## src/rtl/pc_trace_buffer.sv

```systemverilog
// pc_trace_buffer
//   Trace capture buffer for the fetch path. Records (PC, instruction) pairs
//   into a circular buffer while armed. A PC match starts a post-trigger
//   window; after POST_TRIG more captures the buffer freezes for readback.
//
//   Optional feature macro: TRACE_TIMESTAMP_EN
//     When defined, a free-running TS_W-bit cycle counter is stamped into
//     every entry and returned on rd_ts alongside rd_pc.
//
// Ports
//   clk        clock, rising edge
//   rst        asynchronous reset, active-low
//   cap_valid  capture qualifier for this cycle
//   cap_pc     PC to record
//   cap_instr  instruction to record
//   arm        pulse: clear buffer and start capture (highest priority)
//   trig_en    enable PC-match trigger
//   trig_pc    trigger PC
//   rd_req     read request, honoured in DONE only
//   rd_idx     read index, 0 = oldest entry
//   rd_valid   one-cycle pulse, rd_pc/rd_instr(/rd_ts) valid
//   rd_pc      read PC
//   rd_instr   read instruction
//   rd_ts      read timestamp (TRACE_TIMESTAMP_EN only)
//   state      0 IDLE, 1 ARMED, 2 POST, 3 DONE
//   count      valid entries, saturates at DEPTH
//   wrap       buffer has wrapped since arm
//   trig_idx   readout index of the trigger entry, valid in DONE
//
// state | meaning
// ------+------------------------------------------------
// IDLE  | no capture since reset
// ARMED | capturing, waiting for the PC-match trigger
// POST  | capturing the post-trigger window
// DONE  | frozen, buffer available for readback

module pc_trace_buffer #(
    parameter int ADDR_W    = 32,
    parameter int DATA_W    = 32,
    parameter int DEPTH     = 16,
    parameter int POST_TRIG = 8,
    parameter int TS_W      = 16
) (
    input  logic                     clk,
    input  logic                     rst,
    input  logic                     cap_valid,
    input  logic [ADDR_W-1:0]        cap_pc,
    input  logic [DATA_W-1:0]        cap_instr,
    input  logic                     arm,
    input  logic                     trig_en,
    input  logic [ADDR_W-1:0]        trig_pc,
    input  logic                     rd_req,
    input  logic [$clog2(DEPTH)-1:0] rd_idx,
    output logic                     rd_valid,
    output logic [ADDR_W-1:0]        rd_pc,
    output logic [DATA_W-1:0]        rd_instr,
`ifdef TRACE_TIMESTAMP_EN
    output logic [TS_W-1:0]          rd_ts,
`endif
    output logic [1:0]               state,
    output logic [$clog2(DEPTH):0]   count,
    output logic                     wrap,
    output logic [$clog2(DEPTH)-1:0] trig_idx
);

    localparam int IDX_W = $clog2(DEPTH);
    localparam int POST_LAST_I = (POST_TRIG > 0) ? POST_TRIG - 1 : 0;
    localparam logic [IDX_W-1:0] POST_LAST = IDX_W'(POST_LAST_I);
    localparam logic [IDX_W-1:0] PTR_LAST  = IDX_W'(DEPTH - 1);
    localparam logic [IDX_W:0]   CNT_FULL  = (IDX_W+1)'(DEPTH);

    generate
        if (DEPTH < 2 || (DEPTH & (DEPTH - 1)) != 0)
            $error("pc_trace_buffer: DEPTH must be a power of 2 and >= 2");
        if (POST_TRIG < 0 || POST_TRIG > DEPTH - 1)
            $error("pc_trace_buffer: POST_TRIG must be in 0..DEPTH-1");
        if (TS_W < 1)
            $error("pc_trace_buffer: TS_W must be >= 1");
    endgenerate

    typedef enum logic [1:0] {
        S_IDLE  = 2'd0,
        S_ARMED = 2'd1,
        S_POST  = 2'd2,
        S_DONE  = 2'd3
    } state_t;

    state_t state_q, state_d;

    logic [IDX_W-1:0] wr_ptr;
    logic [IDX_W-1:0] post_cnt;
    logic [IDX_W-1:0] trig_slot;
    logic [IDX_W-1:0] oldest;
    logic [IDX_W-1:0] rd_slot;

    logic clr;
    logic wr_en;
    logic trig_hit;
    logic trig_match;
    logic rd_hit;

    logic [ADDR_W-1:0] mem_pc    [DEPTH];
    logic [DATA_W-1:0] mem_instr [DEPTH];

    assign trig_match = trig_en && cap_valid && (cap_pc == trig_pc);

    // Next-state and datapath controls. arm overrides everything, including
    // a trigger or write that would otherwise happen in the same cycle.
    always_comb begin
        state_d  = state_q;
        clr      = 1'b0;
        wr_en    = 1'b0;
        trig_hit = 1'b0;
        if (arm) begin
            state_d = S_ARMED;
            clr     = 1'b1;
        end else begin
            case (state_q)
                S_IDLE: ;
                S_ARMED: begin
                    wr_en = cap_valid;
                    if (trig_match) begin
                        trig_hit = 1'b1;
                        state_d  = (POST_TRIG == 0) ? S_DONE : S_POST;
                    end
                end
                S_POST: begin
                    wr_en = cap_valid;
                    if (cap_valid && post_cnt == POST_LAST)
                        state_d = S_DONE;
                end
                S_DONE: ;
            endcase
        end
    end

    always_ff @(posedge clk or negedge rst) begin
        if (!rst)
            state_q <= S_IDLE;
        else
            state_q <= state_d;
    end

    assign state = state_q;

    always_ff @(posedge clk or negedge rst) begin
        if (!rst) begin
            wr_ptr    <= '0;
            count     <= '0;
            wrap      <= 1'b0;
            post_cnt  <= '0;
            trig_slot <= '0;
        end else if (clr) begin
            wr_ptr    <= '0;
            count     <= '0;
            wrap      <= 1'b0;
            post_cnt  <= '0;
            trig_slot <= '0;
        end else if (wr_en) begin
            wr_ptr <= wr_ptr + IDX_W'(1);
            if (count != CNT_FULL)
                count <= count + (IDX_W+1)'(1);
            if (wr_ptr == PTR_LAST)
                wrap <= 1'b1;
            if (trig_hit)
                trig_slot <= wr_ptr;
            if (state_q == S_POST)
                post_cnt <= post_cnt + IDX_W'(1);
        end
    end

    always_ff @(posedge clk) begin
        if (wr_en) begin
            mem_pc[wr_ptr]    <= cap_pc;
            mem_instr[wr_ptr] <= cap_instr;
        end
    end

    // Once wrapped, the slot about to be overwritten holds the oldest entry.
    assign oldest   = wrap ? wr_ptr : '0;
    assign trig_idx = trig_slot - oldest;
    assign rd_slot  = oldest + rd_idx;
    assign rd_hit   = (state_q == S_DONE) && rd_req && ({1'b0, rd_idx} < count);

    always_ff @(posedge clk or negedge rst) begin
        if (!rst) begin
            rd_valid <= 1'b0;
            rd_pc    <= '0;
            rd_instr <= '0;
        end else begin
            rd_valid <= rd_hit;
            if (rd_hit) begin
                rd_pc    <= mem_pc[rd_slot];
                rd_instr <= mem_instr[rd_slot];
            end
        end
    end

`ifdef TRACE_TIMESTAMP_EN
    logic [TS_W-1:0] ts_cnt;
    logic [TS_W-1:0] mem_ts [DEPTH];

    always_ff @(posedge clk or negedge rst) begin
        if (!rst)
            ts_cnt <= '0;
        else
            ts_cnt <= ts_cnt + TS_W'(1);
    end

    always_ff @(posedge clk) begin
        if (wr_en)
            mem_ts[wr_ptr] <= ts_cnt;
    end

    always_ff @(posedge clk or negedge rst) begin
        if (!rst)
            rd_ts <= '0;
        else if (rd_hit)
            rd_ts <= mem_ts[rd_slot];
    end
`endif

endmodule

```

## config.mk

```make
export PLATFORM = sky130hd
export DESIGN_NAME = pc_trace_buffer
export DESIGN_NICKNAME = d
export VERILOG_FILES = /design/src/rtl/pc_trace_buffer.sv
export SDC_FILE = /design/constraint.sdc
export NUM_CORES = 1
export LEC_CHECK = 0
export ABC_AREA = 1
export ABC_CLOCK_PERIOD_IN_PS = 4750
export CORE_UTILIZATION = 55
export CTS_CLUSTER_SIZE = 40
export DETAILED_ROUTE_END_ITERATION = 8
export HOLD_SLACK_MARGIN = 0.06
export PLACE_DENSITY = 0.73
export RECOVER_POWER = 50
export SYNTH_ARGS = -nofsm -noshare
export SYNTH_HDL_FRONTEND = slang
export SYNTH_SLANG_ARGS = --single-unit
```

## constraint.sdc

```tcl
create_clock -name clk -period 4.75 [get_ports clk]
set_input_delay 0.95 -clock clk [delete_from_list [all_inputs] [get_ports clk]]
set_output_delay 0.95 -clock clk [all_outputs]
set_load 0.02 [all_outputs]
```

* Word-level counts from Yosys, hierarchy flattened
Memory sizes are Yosys's and may differ from the RTL's. A register that Yosys moved wholly into a read port is not among the register bits.
Cells that the tools add are included.
** Cells by class
- Reduce and logical (&&, ||, !) cells :: 19
- Multiplexer cells :: 27
- Equality and inequality tests :: 9
- Order comparisons :: 1
- $add $sub $neg :: 5
** Operators with widths (count)
- $mux W4 :: 9
- $eq A32 B32 Y1 :: 1
- $mux W5 :: 3
- $mux W1 :: 11
- $reduce_bool A2 Y1 :: 5
- $add A4 B1 Y4 const B :: 2
- $reduce_and A2 Y1 :: 4
- $mux W2 :: 3
- $ne A3 B3 Y1 const B :: 2
- $add A5 B1 Y5 const B :: 1
- $logic_and A1 B1 Y1 :: 5
- $lt A4 B5 Y1 :: 1
- $ne A5 B5 Y1 const B :: 1
- $add A4 B4 Y4 :: 1
- $eq A2 B2 Y1 const B :: 2
- $eq A4 B3 Y1 const B :: 1
- $eq A4 B4 Y1 const B :: 1
- $pmux W2 S2 :: 1
- $sub A4 B4 Y4 :: 1
- $reduce_and A3 Y1 :: 1
- $reduce_bool A3 Y1 :: 1
- $eq A2 B1 Y1 const B :: 1
- $logic_not A1 Y1 :: 2
- $reduce_or A2 Y1 :: 1
** Storage, ports and cells
- RAM bits :: 1024
- Memories :: 2
- Flip-flop bits (word level) :: 21
- Word-level logic and storage cells :: 70
- Output and inout bits :: 77
** Memories
- mem_instr :: words 16, width 32, read ports 1, clocked after memory_dff 1, write ports 1, line 103 : logic [DATA_W-1:0] mem_instr [DEPTH];
- mem_pc :: words 16, width 32, read ports 1, clocked after memory_dff 1, write ports 1, line 102 : logic [ADDR_W-1:0] mem_pc [DEPTH];

* Longest topological paths before layout
- Word-level depth :: 8
- Mapped depth :: 16

* Worst setup path before layout
OpenSTA, ideal clock, no wires.
- Path type :: input port to flip-flop
- Start :: input arm
- End :: memory mem_instr[11][0] (enable)
- Setup slack :: 0.100 ns
- Path buffers :: 1
- Arrival time :: 4.164 ns
- Cell stages on the path :: 4
- Setup time :: 0.487 ns
- Cell sequence :: inv_1 -> clkbuf_1 -> nand3_1 -> nor2_1
** Between the ends
- Cells in the longest elaborated chain, start to end :: 3
** Ends and longest elaborated chain
- start: declaration :: line 49 : input logic arm,
- $mux W1 :: line 114 : if (arm) begin
- $mux W1 :: line 173 : if (wr_en) begin
- $mux W1 (implied by the code) :: line 175 : mem_instr[wr_ptr] <= cap_instr;
- end: declaration :: line 103
No other way between the ends.

==> run_results.csv <==
group,metric,value,unit
hold_path,hold_path.class,"flip-flop to flip-flop",
placed_design,port_buffers,182,
power_and_ir_drop,power_density,447,mW/mm^2
critical_path,critPathKind,"input pin to asynchronous set/reset pin",
route,first_pass_iters,7,
synth,syn-num-nets,3669,
synth,synth_edf_count,1024,
outcome,violations,"capacitance limit, slew limit",
route,routedWlPerCell,23.7,um
finish,final_cell_area,0.0513,sq mm
synth,synth.avg_cell_area,12.5,sq um
global_route,grt_pass1_vias,28910,
synth,synth-xor-area-share,0.376,%
global_route,grt_first_pass_wirelength,173000,um
finish,final_util,64.7,%
global_route,globalRouteOverflowTotal,0,
power_and_ir_drop,ir_worst_vdd,0.000342,V
synth,ys_warn_count,0,
clock_tree,post_cts_buffers,0,
floorplanning,die_h,286,um
clock_tree,clock_path_buffers,3,
sta,maxSlewViolCount,45,
route,wl,115000,um
route,vias_per_cell,6.06,
global_route,grtUsageMet2,45.7,%
floorplanning,rows,103,
global_route,grt_usage,28.1,%
floorplanning,start_util,55.8,%
sta,tightest_slew,3540,ps
floorplanning,core,0.0794,sq mm
sta,fmax,255,MHz
synth,synth_top_family_by_area,"compound AO/OA/AOI/OAI gates",
sta,skew,17.6,ps
synth,yosysTopAreaCell,"edfxtp_1",
floorplanning,fp.dieArea,0.0817,sq mm
clock_tree,numClockSinks,1109,
critical_path,cp_num_cells,2,
clock_tree,cts_tree,"built",
synth,yosys.area.top_type_share,69.4,%
sta,layout_min_cycle_time,3920,ps
synth,synth_seq_cells,1109,
sta,rsz0062_at_grt,"false",
critical_path,end_kind,"asynchronous set/reset pin",
outcome,status,"finished with violations",
sta,timing_hold_violations_final,0,
power_and_ir_drop,p_seq_share,49.8,%
hold_path,whs_path_depth,2,
route,antenna_left,0,
critical_path,path_delay_family,"buffers and inverters",
synth,synth_cells,3542,
power_and_ir_drop,netSwitchingFraction,24.1,%
synth,netlist_top_cells_count,"edfxtp_1, nor2_1, o21ai_0",
clock_tree,cts_root_buf,"clkbuf_16",
finish,final_nets,3814,
critical_path,r2r_cells,6,
synth,synthAdderAreaFrac,0.627,%
power_and_ir_drop,p_total,23.0,mW
floorplanning,io_pins,183,
placed_design,place_congestion,0.841,
critical_path,crit_buf_inv,2,
global_route,busiest_layer,"met2",
sta,relSlewSlack,-136,%
clock_tree,holdBufCountCts,0,
placed_design,dp_hpwl,57800,um
power_and_ir_drop,combinationalPowerShare,11.2,%
sta,whs,477,ps
synth,synth.most_common_cell,"edfxtp_1",
critical_path,cp_slowest_cell,"clkbuf_1",
critical_path,slowest_delay,2430,ps
power_and_ir_drop,leakagePower,17.7,nW
global_route,use_met1,38.9,%
placed_design,placement.cell_area,0.0476,sq mm
route,drc_errors,0,
finish,drive_gt1_share,7.09,%
clock_tree,cts-htree-levels,3,
critical_path,worstPathRequired,5380,ps
clock_tree,clk_pin_slew_worst_paths,60,ps
critical_path,path_cells,"clkbuf_1 -> clkbuf_2",
sta,finalSetupViolCount,0,
critical_path,crit_arrival,4550,ps
route,vias,29323,
clock_tree,insertion_delay,660,ps
synth,synth_area,0.0443,sq mm
clock_tree,cts_buffers,107,
synth,seq_area_frac_synth,74.2,%
synth,ys.flop_type,"edfxtp_1",
power_and_ir_drop,switching_power,5.53,mW
clock_tree,ctsResizeCount,0,
synth,synthArstFlopShare,7.66,%
floorplanning,die_w,286,um
power_and_ir_drop,p_clk_share,39.0,%
synth,synth-compound-area-share,11.0,%
global_route,antenna_found_initial,5,
synth,synth.distinct_cells,32,
run,maxCapViolCount,1,
critical_path,start_kind,"input pin",
synth,synth-simple-area-share,10.8,%
sta,period_share,82.5,%
power_and_ir_drop,p_int,17.4,mW
sta,setup_tns,0,ps
finish,syn_to_final_growth,15.9,%
global_route,use_met3,4.06,%
critical_path,critPathMaxFanout,44,
synth,synth_area_leaders,"edfxtp_1, nor2_1, o21ai_0",
route,first_iter_violations,3406,
synth,synth.area.mux_share,0,%
global_route,grt_max_degree,137,
-- worst paths after layout --
path | startpoint | to | slack (ps)
setup reg to reg | state[0] | mem_instr[5][26] | 1220
min in group asynchronous | rst | count[3] | 1480
hold / removal | rd_pc[12] | rd_pc[12] | 480
max in group clk | wrap | trig_idx[2] | 900
hold reg to reg | rd_pc[12] | rd_pc[12] | 480
setup / recovery | rst | rd_instr[7] | 830
-- sequential cells by signal (all words and copies together) (netlist names) --
name / count
post_cnt: 4
rd_pc: 32
rd_instr: 32
trig_slot: 4
wr_ptr: 4
wrap: 1
rd_valid: 1
mem_instr: 512
count: 5
state: 2
mem_pc: 512
-- per-layer routing --
layer | routed length (um) | share of wire, %
met1 | 45400 | 40
met2 | 54800 | 48
met3 | 10700 | 9.3
met4 | 3820 | 3.3
met5 | 0 | 0
-- logic make-up (layout without fill, tap and decap cells) --
kind of cell               Yosys count  after routing
xor gates and xnor gates            19             19
AOI/OAI and AO/OA                  862            862
DFF                               1109           1109
and+or+nand+nor                   1229           1229
buffers and inverters              302            542
adders and majority gates           21             21
other                                0              3
-- power by group through the flow --
stage / Combinational (mW) / Sequential, mW / Clock, mW
after detailed placement: 2.57 / 11.6 / 0
after floorplan: 1.02 / 11.8 / 0
final: 2.56 / 11.4 / 8.96
after CTS: 2.58 / 11.4 / 9.01
after global placement: 2.52 / 11.6 / 0
after global routing: 2.77 / 11.5 / 9.40
-- placed cells by master (no fill, tap or decap), types with 29 or more instances in the layout --
cell,netlist,layout
nand2_1,430,430
nand3_1,85,85
clkinv_2,0,29
clkbuf_16,0,110
clkdlybuf4s50_1,0,116
dfrtp_1,85,85
buf_12,0,35
a21oi_1,139,139
o221ai_1,129,129
o22ai_1,64,64
inv_1,74,72
o21ai_0,474,475
nor2_1,691,680
buf_4,3,39
edfxtp_1,1024,1024
o21ai_1,53,52
dlygate4sd3_1,0,65
-- stage by stage --
stage	cells	setup WS [ps]
6_report	4835	829
5_1_grt	4834	485
4_1_cts	4832	890
3_5_place_dp	4628	718
3_3_place_gp	4628	765
2_1_floorplan	3542	99.7
-- final cells by class --
| cell class | count | area (sq um) |
|---|---|---|
| Sequential cell | 1109 | 32900 |
| Timing Repair Buffer | 261 | 2830 |
| Multi-Input combinational cell | 2131 | 10200 |
| Clock buffer | 131 | 2900 |
| Clock inverter | 73 | 861 |
| Inverter | 77 | 320 |
| Tap cell | 1050 | 1310 |
| Antenna cell | 3 | 7.51 |
| Fill cell | 5697 | 28000 |
(Power assumes the default switching activity.)
